==> src/rtl/leb128_decoder_pkg.sv <==
// Shared types for the LEB128 immediate decoder: FSM states, byte limits
// and the cpu value-type definitions the decoder tags its operands with.
package leb128_decoder_pkg;

   localparam int unsigned MAX_BYTES_I32 = 5;
   localparam int unsigned MAX_BYTES_I64 = 10;
   localparam int unsigned VALUE_W       = 64;
   localparam int unsigned LEN_W         = 4;

   typedef enum logic [1:0] {
      ST_IDLE  = 2'd0,
      ST_ACCUM = 2'd1,
      ST_DONE  = 2'd2,
      ST_ERROR = 2'd3
   } state_e;

   typedef enum logic [1:0] {
      VT_I32 = 2'd0,
      VT_I64 = 2'd1,
      VT_F32 = 2'd2,
      VT_F64 = 2'd3
   } val_type_e;

   typedef struct packed {
      logic      is_signed;
      val_type_e vtype;
   } mode_t;

endpackage

==> src/rtl/leb128_decoder.sv <==
// Byte-serial ULEB128/SLEB128 decoder for i32/i64 immediates, one byte per
// cycle, with length-limit checking and result held until consumed.
module leb128_decoder
   import leb128_decoder_pkg::*;
(
   input  logic               clk,
   input  logic               reset,
   input  logic               start,
   input  logic               is_signed,
   input  logic               width64,
   input  logic [7:0]         in_data,
   input  logic               in_valid,
   output logic               in_ready,
   output logic [VALUE_W-1:0] out_value,
   output logic [LEN_W-1:0]   out_len,
   output logic               out_valid,
   input  logic               out_ready,
   output logic               error,
   output logic               busy
);

   state_e             state_q, state_d;
   mode_t              mode_q, mode_d;
   logic [VALUE_W-1:0] acc_q, acc_d;
   logic [LEN_W-1:0]   cnt_q, cnt_d;
   logic [VALUE_W-1:0] out_value_q, out_value_d;
   logic [LEN_W-1:0]   out_len_q, out_len_d;
   logic               in_ready_q, in_ready_d;
   logic               out_valid_q, out_valid_d;
   logic               error_q, error_d;
   logic               busy_q, busy_d;

   logic               accept_c, last_slot_c, bad_c, bad_last_c, launch_c;
   logic [6:0]         shift_c, pos_next_c;
   logic [VALUE_W-1:0] merged_c, final_c;

   // Byte classification for the current input byte.
   assign accept_c    = (state_q == ST_ACCUM) && in_valid;
   assign launch_c    = start && ((state_q == ST_IDLE) || (state_q == ST_ERROR));
   assign last_slot_c = (mode_q.vtype == VT_I64) ? (cnt_q == LEN_W'(MAX_BYTES_I64 - 1))
                                                 : (cnt_q == LEN_W'(MAX_BYTES_I32 - 1));
   always_comb begin
      bad_c = in_data[7];
      if (mode_q.vtype == VT_I64) begin
         if (mode_q.is_signed) bad_c = bad_c || !((in_data == 8'h00) || (in_data == 8'h7F));
         else                  bad_c = bad_c || (|in_data[6:1]);
      end else begin
         if (mode_q.is_signed) bad_c = bad_c || !((&in_data[6:3]) || !(|in_data[6:3]));
         else                  bad_c = bad_c || (|in_data[6:4]);
      end
   end
   assign bad_last_c = last_slot_c && bad_c;

   // Accumulate and finalise: shift in 7 payload bits, then sign-extend.
   assign shift_c    = 7'(cnt_q) * 7'd7;
   assign pos_next_c = shift_c + 7'd7;
   assign merged_c   = acc_q | (VALUE_W'(in_data[6:0]) << shift_c);
   always_comb begin
      final_c = merged_c;
      if (mode_q.is_signed && in_data[6] && (pos_next_c < 7'd64))
         final_c = final_c | ({VALUE_W{1'b1}} << pos_next_c[5:0]);
      if (mode_q.vtype != VT_I64)
         final_c[63:32] = mode_q.is_signed ? {32{final_c[31]}} : 32'd0;
   end

   // State register and output flops.
   always_ff @(posedge clk or negedge reset) begin
      if (!reset) begin
         state_q     <= ST_IDLE;
         mode_q      <= '0;
         acc_q       <= '0;
         cnt_q       <= '0;
         out_value_q <= '0;
         out_len_q   <= '0;
         in_ready_q  <= 1'b0;
         out_valid_q <= 1'b0;
         error_q     <= 1'b0;
         busy_q      <= 1'b0;
      end else begin
         state_q     <= state_d;
         mode_q      <= mode_d;
         acc_q       <= acc_d;
         cnt_q       <= cnt_d;
         out_value_q <= out_value_d;
         out_len_q   <= out_len_d;
         in_ready_q  <= in_ready_d;
         out_valid_q <= out_valid_d;
         error_q     <= error_d;
         busy_q      <= busy_d;
      end
   end

   // Next-state logic.
   always_comb begin
      state_d = state_q;
      unique case (state_q)
         ST_IDLE:  if (start) state_d = ST_ACCUM;
         ST_ACCUM: if (accept_c) begin
                      if (bad_last_c)       state_d = ST_ERROR;
                      else if (!in_data[7]) state_d = ST_DONE;
                   end
         ST_DONE:  if (out_ready) state_d = ST_IDLE;
         ST_ERROR: if (start) state_d = ST_ACCUM;
         default:  state_d = ST_IDLE;
      endcase
   end

   // Datapath and registered status outputs.
   always_comb begin
      mode_d      = mode_q;
      acc_d       = acc_q;
      cnt_d       = cnt_q;
      out_value_d = out_value_q;
      out_len_d   = out_len_q;
      if (launch_c) begin
         mode_d.is_signed = is_signed;
         mode_d.vtype     = width64 ? VT_I64 : VT_I32;
         acc_d            = '0;
         cnt_d            = '0;
      end else if (accept_c) begin
         acc_d = merged_c;
         cnt_d = cnt_q + LEN_W'(1);
         if (!bad_last_c && !in_data[7]) begin
            out_value_d = final_c;
            out_len_d   = cnt_q + LEN_W'(1);
         end
      end
      in_ready_d  = (state_d == ST_ACCUM);
      out_valid_d = (state_d == ST_DONE);
      error_d     = (state_d == ST_ERROR);
      busy_d      = (state_d != ST_IDLE);
   end

   assign in_ready  = in_ready_q;
   assign out_value = out_value_q;
   assign out_len   = out_len_q;
   assign out_valid = out_valid_q;
   assign error     = error_q;
   assign busy      = busy_q;

endmodule

==> config.mk <==
export PLATFORM = sky130hd
export DESIGN_NAME = leb128_decoder
export DESIGN_NICKNAME = d
export VERILOG_FILES = /design/src/rtl/leb128_decoder_pkg.sv /design/src/rtl/leb128_decoder.sv
export SDC_FILE = /design/constraint.sdc
export NUM_CORES = 1
export LEC_CHECK = 0
export BUFFER_PORTS_ARGS = -buffer_cell sky130_fd_sc_hd__buf_2
export CAP_MARGIN = 20
export CORE_ASPECT_RATIO = 2
export CORE_UTILIZATION = 46
export CTS_CLUSTER_DIAMETER = 100
export DETAILED_ROUTE_END_ITERATION = 6
export PLACE_DENSITY = 0.67
export SLEW_MARGIN = 10
export SYNTH_ARGS = -nofsm -noshare
export SYNTH_HDL_FRONTEND = slang
export SYNTH_SLANG_ARGS = --single-unit
==> constraint.sdc <==
create_clock -name clk -period 4.8 [get_ports clk]
set_input_delay 0.48 -clock clk [delete_from_list [all_inputs] [get_ports clk]]
set_output_delay 0.48 -clock clk [all_outputs]
set_load 0.05 [all_outputs]
==> results by group, run 1 <==
Timing
  • Period utilization: 0.871
  • Fmax: 239 MHz
  • Final setup violation count: 0
  • Final TNS setup: 0 ns
  • Slew margin rel.: 0.225
  • RSZ-0062 raised after global routing: false
  • Endpoints failing hold: 0
  • Fin. max-slew vios: 0
  • Final Critical Period: 4.18 ns
  • Clock Skew: 0.0143 ns
  • Least-Margin Pin Slew: 1.15 ns

Die
  • Starting Density: 0.467
  • Die area: 0.0165 mm2
  • Die Wd: 91.3 um
  • Core area: 0.0157 mm2
  • Standard-cell rows: 65
  • Ports: 87
  • Die Height: 181 um

Critical path
  • Worst r2r dst: out_value[3]
  • Worst setup SP type: flip-flop
  • Reg2reg start: cnt_q[1]
  • Crit path DAT: 4.53 ns
  • Critical Path RT: 5.15 ns
  • Reg2reg path depth: 13
  • Flop-to-flop setup slack: 0.62 ns
  • Top fanout value on the critical path: 27
  • Worst setup path endpoint: out_value[3]
  • Setup Crit Path Kind: flip-flop to flip-flop
  • CP endpoint kind: flip-flop
  • Setup crit start: cnt_q[1]

Layout
  • Layout cells sized above 1: 0.173
  • Layout area overhead: 16.6%
  • Commonest non-fill, non-tap cell in the layout: nor2_1
  • Most frequent cells in the layout: 169 x nor2_1, 156 x a21oi_1, 144 x dfrtp_1
  • Fin nets: 932
  • Ant diodes: 0

CTS
  • CTS tree: done
  • Root Driver: clkbuf_16
  • TritonCTS Buffers: 17
  • Worst-skew pair later-pin latency: 0.44 ns
  • Max Root-Sink Buffers: 2
  • PostCTS Resize Cnt: 0
  • CTS clk-pin slew, worst paths: 0.06 ns
  • Cts hold-fix bufs: 0
  • Max H-tree Level: 4
  • CTS sink count: 144
  • Setup bufs post-CTS: 0

Yosys
  • Mapped Avg Cell Area: 8.83 um2
  • Syn Inst Count: 830
  • Register area share after synthesis: 0.492
  • Syn Nets: 864
  • Yosys top cell area share: 0.492
  • Syn Std Cell Area: 0.00733 mm2
  • #FFs+latches synth: 144
  • Top post-synthesis cells by area: dfrtp_1 49%, a21oi_1 11%, nor2_1 8.7%, nand3_1 2.8%, ha_1 2.7%
  • EDFF count, synth: 0
  • FFs w/ async S/R, synth: 1.00
  • Primary FF master, synth: dfrtp_1
  • Number of library cell types mapped by synthesis: 57
  • Area leader, netlist: dfrtp_1
  • Synth warn: 0

Job
  • Max-cap violations: 0

Drt
  • Avg WL per Cell: 20.8 um
  • Max layer used: met4
  • DRT iter0 DRCs: 478
  • Final ANT Viol Nets: 0
  • Met3 Wirelength: 1200 um
  • Vias per cell: 5.96
  • DR WL met2: 11900 um
  • Drt first pass iters: 5
  • Total wire length: 23200 um
  • Vias after detailed routing: 6622
  • Metal-1 WL: 8620 um
  • DRC: 0

Global routing
  • Vias in the first global route: 6597
  • Gr usage total: 0.294
  • Initial antenna violation count: 0
  • GRT overflow: 0
  • First-pass GRT wire length: 36600 um
  • Largest net degree at the start of global routing: 104

Power
  • Total power: 0.00714 W
  • Leakage: 3.84 nW
  • Peak VDD IR: 448 uV
  • Pwr Density: 836 mW/mm2

Placed design
  • Post-DP HPWL: 16400 um
  • Placer Congestion: 1.02
  • PortBufs: 86

Worst hold path
  • Worst min-delay path class: primary input to async pin

Run status
  • Status: finished, final reports clean
per-stage QoR:
stage / util / cells / hold slack, ns / setup WS, ns / cell area [um2]
finish: 0.544 / 1112 / 0.165 / 0.619 / 8540
global route: 0.544 / 1112 / 0.252 / 0.295 / 8540
floorplan: - / 830 / 0.184 / 0.818 / 7330
detailed placement: 0.507 / 1080 / 0.484 / 0.633 / 7950
global placement: 0.507 / 1080 / 0.475 / 0.749 / 7950
CTS: 0.544 / 1112 / 0.220 / 0.643 / 8540
synthesized netlist by cell type (2+ instances only):
cell / n
nand4_1: 12
a221oi_1: 20
or3_1: 2
and2_1: 6
nor2_1: 169
nand2_1: 34
and2_0: 3
a22oi_1: 2
dfrtp_1: 144
nor4_1: 4
nand3_1: 41
o211ai_1: 6
a211oi_1: 4
mux2_2: 3
o2bb2ai_1: 3
ha_1: 16
a21oi_1: 156
nor2b_1: 3
o21ai_0: 16
buf_6: 3
or4_1: 2
xnor2_1: 9
o221ai_1: 2
clkbuf_1: 50
nor3b_1: 2
a31oi_1: 23
fa_1: 3
a21o_1: 9
nand2b_1: 10
buf_4: 3
o21ai_1: 3
xor2_1: 3
nor3_1: 18
and3_1: 2
inv_1: 17
buf_2: 6
sequential cells by signal (all words and copies together) (netlist names):
name and flops:
in_ready 1, mode_q 2, out_valid 1, out_len 4, state_q 2, cnt_q 4
error 1, out_value 64, acc_q 64, busy 1
critical path, cell delays in order, from the launching register on:
cell and delay (ns):
dfrtp_1 0.50, inv_1 0.21, ha_1 0.37, xor2_1 0.48, xnor2_1 0.16, ha_1 0.38, a21o_1 0.26, and3_1 0.22
or4_1 0.39, buf_4 0.25, a21oi_1 0.23, buf_4 0.28, nand3_1 0.15, a31oi_1 0.20
worst min-delay path by stage:
stage	depth (start not counted)	to	start	slack [ns]
floorplan	0	acc_q[0]	reset	0.18
global placement	2	acc_q[27]	acc_q[27]	0.47
CTS	1	out_value[19]	reset	0.22
finish	1	out_value[6]	reset	0.16
detailed placement	2	acc_q[58]	acc_q[58]	0.48
global route	1	out_value[6]	reset	0.25
final cells by class:
class                   count  area [um2]
fillers                  1509        7150
multi-input cells         606        3400
flip-flops and latches    144        3600
well taps                 201         251
inverters                  17        63.8
clock inverters            13         149
repair buffers            112         632
clock buffers              19         443
power by group:
group	internal, W	total [W]	switching, W	leakage, nW
clock	0.000786	0.00134	0.000553	0.270
sequential	0.00159	0.00182	0.000231	1.84
combinational	0.000992	0.00398	0.00299	1.73
metal layers:
layer,up-vias,track usage
met4,0,0.189
met5,-,0
met2,292,0.502
met3,91,0.0489
met1,3165,0.338
li1,3074,-
cell families (layout without fill, tap and decap cells):
family / Yosys count / after routing / share of synthesized area
simple gates: 315 / 315 / 0.195
compound gates: 257 / 257 / 0.213
flops: 144 / 144 / 0.492
buf+inv: 80 / 161 / 0.0466
fa+ha+maj: 19 / 19 / 0.0355
xor+xnor: 12 / 12 / 0.0143
mux: 3 / 3 / 0.00461
No activity file was read; power rests on OpenSTA's default activity.
==> run 2: changes to the inputs <==
Settings changed: CTS_BUF_LIST set to sky130_fd_sc_hd__clkbuf_8.
==> run 2 against run 1 <==
  * Design area decreased by 2.2%
  * Sequential power barely moved
  * Wire length decreased by 0.53%
  * Worst hold slack got worse by 0.044 ns
  * Clock skew increased by 0.0043 ns
  * Highest routed layer unchanged
  * Largest cell class unchanged
  * Cell count did not move
  * Via count grew 1.4%
  * Global-route usage down 0.16 points
  * Fmax is 0.33% lower
  * Combinational power about the same
  * Register-to-register slack about the same
  * Die area stayed put
==> results by group, run 2 (synthesis results as in run 1) <==
Layout
  • # fillers: 1529 (+1.3%)
  • Commonest non-fill, non-tap cell in the layout: nor2_1
  • Fin nets: 932 (unchanged)
  • Ant diodes: 0 (unchanged)
  • Layout cells sized above 1: 0.173 (unchanged)
  • Layout area overhead: 13.9%
  • Most frequent cells in the layout: 169 x nor2_1, 156 x a21oi_1, 144 x dfrtp_1
  • Finished Layout Cells: 1112 (unchanged)

Run status
  • Status: finished, final reports clean

Critical path
  • CP endpoint kind: flip-flop
  • Setup Crit Path Kind: flip-flop to flip-flop
  • Critical Path RT: 5.18 ns (+0.03 ns)
  • Top fanout value on the critical path: 27 (unchanged)
  • Worst setup SP type: flip-flop
  • Crit path DAT: 4.58 ns (+0.05 ns)
  • Delay of the slowest critical-path stage: 0.51 ns (about the same)
  • CP cell instances: inv_1 > ha_1 > xor2_1 > xnor2_1 > ha_1 > a21o_1 > and3_1 > or4_1 > buf_4 > a21oi_1 > buf_4 > nand3_1 > a31oi_1
  • Slowest CP cell: dfrtp_1

Drt
  • Avg WL per Cell: 20.7 um (-0.53%)
  • Total wire length: 23100 um (-0.53%)
  • Final ANT Viol Nets: 0 (unchanged)
  • Vias after detailed routing: 6713 (+1.4%)
  • Drt first pass iters: 5 (unchanged)
  • Vias per cell: 6.04 (+1.4%)
  • DRC: 0 (unchanged)
  • DRT iter0 DRCs: 572 (+20%)

Die
  • Starting Density: 0.467 (unchanged)
  • Die Height: 181 um (unchanged)
  • Core area: 0.0157 mm2 (unchanged)
  • Die area: 0.0165 mm2 (unchanged)
  • Standard-cell rows: 65 (unchanged)
  • Die Wd: 91.3 um (unchanged)
  • Ports: 87 (unchanged)

Power
  • Combinational power share: 0.586 (+0.028)
  • Clock network fraction of design power: 0.146 (-0.041)
  • Leakage: 3.75 nW (-2.2%)
  • Cell-internal power: 0.00306 W (-9.2%)
  • Pwr Density: 813 mW/mm2 (-2.8%)
  • Seq pwr share: 0.268 (+0.013)
  • Peak VDD IR: 427 uV (-4.5%)
  • Sw frac: 0.549 (+0.0209)
  • P_sw: 0.00373 W (-1.2%)

Worst hold path
  • Worst min-delay path class: primary input to async pin

Timing
  • Fin. max-slew vios: 0 (unchanged)
  • Least-Margin Pin Slew: 1.10 ns (-0.0543 ns)
  • Final TNS setup: 0 ns (unchanged)
  • Fmax: 238 MHz (-0.33%)
  • Period utilization: 0.874 (+0.00291)
  • Final worst slack: 0.605 ns (-0.0140 ns)
  • Final setup violation count: 0 (unchanged)
  • Final hold slack: 0.121 ns (-0.0440 ns)
  • RSZ-0062 raised after global routing: false
  • Slew margin rel.: 0.261 (+0.0365)
  • Endpoints failing hold: 0 (unchanged)
  • Final Critical Period: 4.19 ns (+0.0140 ns)
  • Clock Skew: 0.0187 ns (+0.00434 ns)

CTS
  • PostCTS Resize Cnt: 0 (unchanged)
  • Setup bufs post-CTS: 0 (unchanged)
  • Worst-skew pair later-pin latency: 0.47 ns (+0.03 ns)
  • CTS sink count: 144 (unchanged)
  • Root Driver: clkbuf_8
  • Max H-tree Level: 4 (unchanged)
  • CTS tree: done
  • Cts hold-fix bufs: 0 (unchanged)
  • CTS clk-pin slew, worst paths: 0.09 ns (+0.03 ns)
  • TritonCTS Buffers: 17 (unchanged)
  • Max Root-Sink Buffers: 2 (unchanged)

Global routing
  • Gr usage total: 0.293 (-0.00164)
  • Vias in the first global route: 6578 (-0.29%)
  • GRT overflow: 0 (unchanged)
  • Largest net degree at the start of global routing: 104 (unchanged)
  • Initial antenna violation count: 0 (unchanged)
  • First-pass GRT wire length: 36600 um (-0.13%)

Placed design
  • Post-DP HPWL: 16400 um (unchanged)
  • Placed insts: 1080 (unchanged)
  • Worst slack, placed: 0.633 ns (unchanged)
  • PortBufs: 86 (unchanged)
  • Placer Congestion: 1.02 (unchanged)

Job
  • Max-cap violations: 0 (unchanged)
## run 2: metrics by stage
step	utilization	total power, W	area [um2]
after floorplan	-	0.00458	7330
after detailed placement	0.507	0.00577	7950
after CTS	0.532	0.00677	8350
after global placement	0.507	0.00575	7950
after global routing	0.532	0.00712	8350
final	0.532	0.00679	8350
## run 2: power by group through the flow
stage	combinational, W	clock [W]	sequential, W
2_1_floorplan	0.00169	0	0.00289
3_3_place_gp	0.00391	0	0.00184
3_5_place_dp	0.00393	0	0.00185
4_1_cts	0.00394	0.00100	0.00183
5_1_grt	0.00419	0.00105	0.00187
6_report	0.00398	0.000990	0.00182
## run 2: final timing paths
path	start	to	slack, ns	cells after the start
min in group clk	width64	mode_q[0]	0.22	3
worst max-delay path	cnt_q[1]	out_value[3]	0.61	13
worst min register to register	acc_q[42]	acc_q[42]	0.50	2
max in group asynchronous	reset	mode_q[2]	3.52	2
worst max register to register	cnt_q[1]	out_value[3]	0.61	13
worst min-delay path	reset	acc_q[62]	0.12	1
## run 2: worst max-delay path, delay by kind of cell (launching register included)
| family | cells | cell delay (ns) |
|---|---|---|
| buf+inv | 3 | 0.74 |
| compound gates | 3 | 0.69 |
| simple gates | 3 | 0.76 |
| fa+ha+maj | 2 | 0.75 |
| xor+xnor | 2 | 0.64 |
| flops | 1 | 0.51 |
## run 2: cell type report
type | count | area (um2) | share of cell area
clock buffers | 18 | 248 | 0.0297
flip-flops and latches | 144 | 3600 | 0.431
well taps | 201 | 251 | 0.0301
multi-input cells | 606 | 3400 | 0.407
repair buffers | 112 | 632 | 0.0756
clock inverters | 14 | 153 | 0.0183
inverters | 17 | 63.8 | 0.00764
## run 2: layer usage
metal | vias up | global-route usage | wire, um
li1 | 3067 | - | -
met1 | 3218 | 0.336 | 8600
met2 | 332 | 0.501 | 11800
met3 | 96 | 0.0409 | 1160
met4 | 0 | 0.197 | 1530
met5 | - | 0 | 0
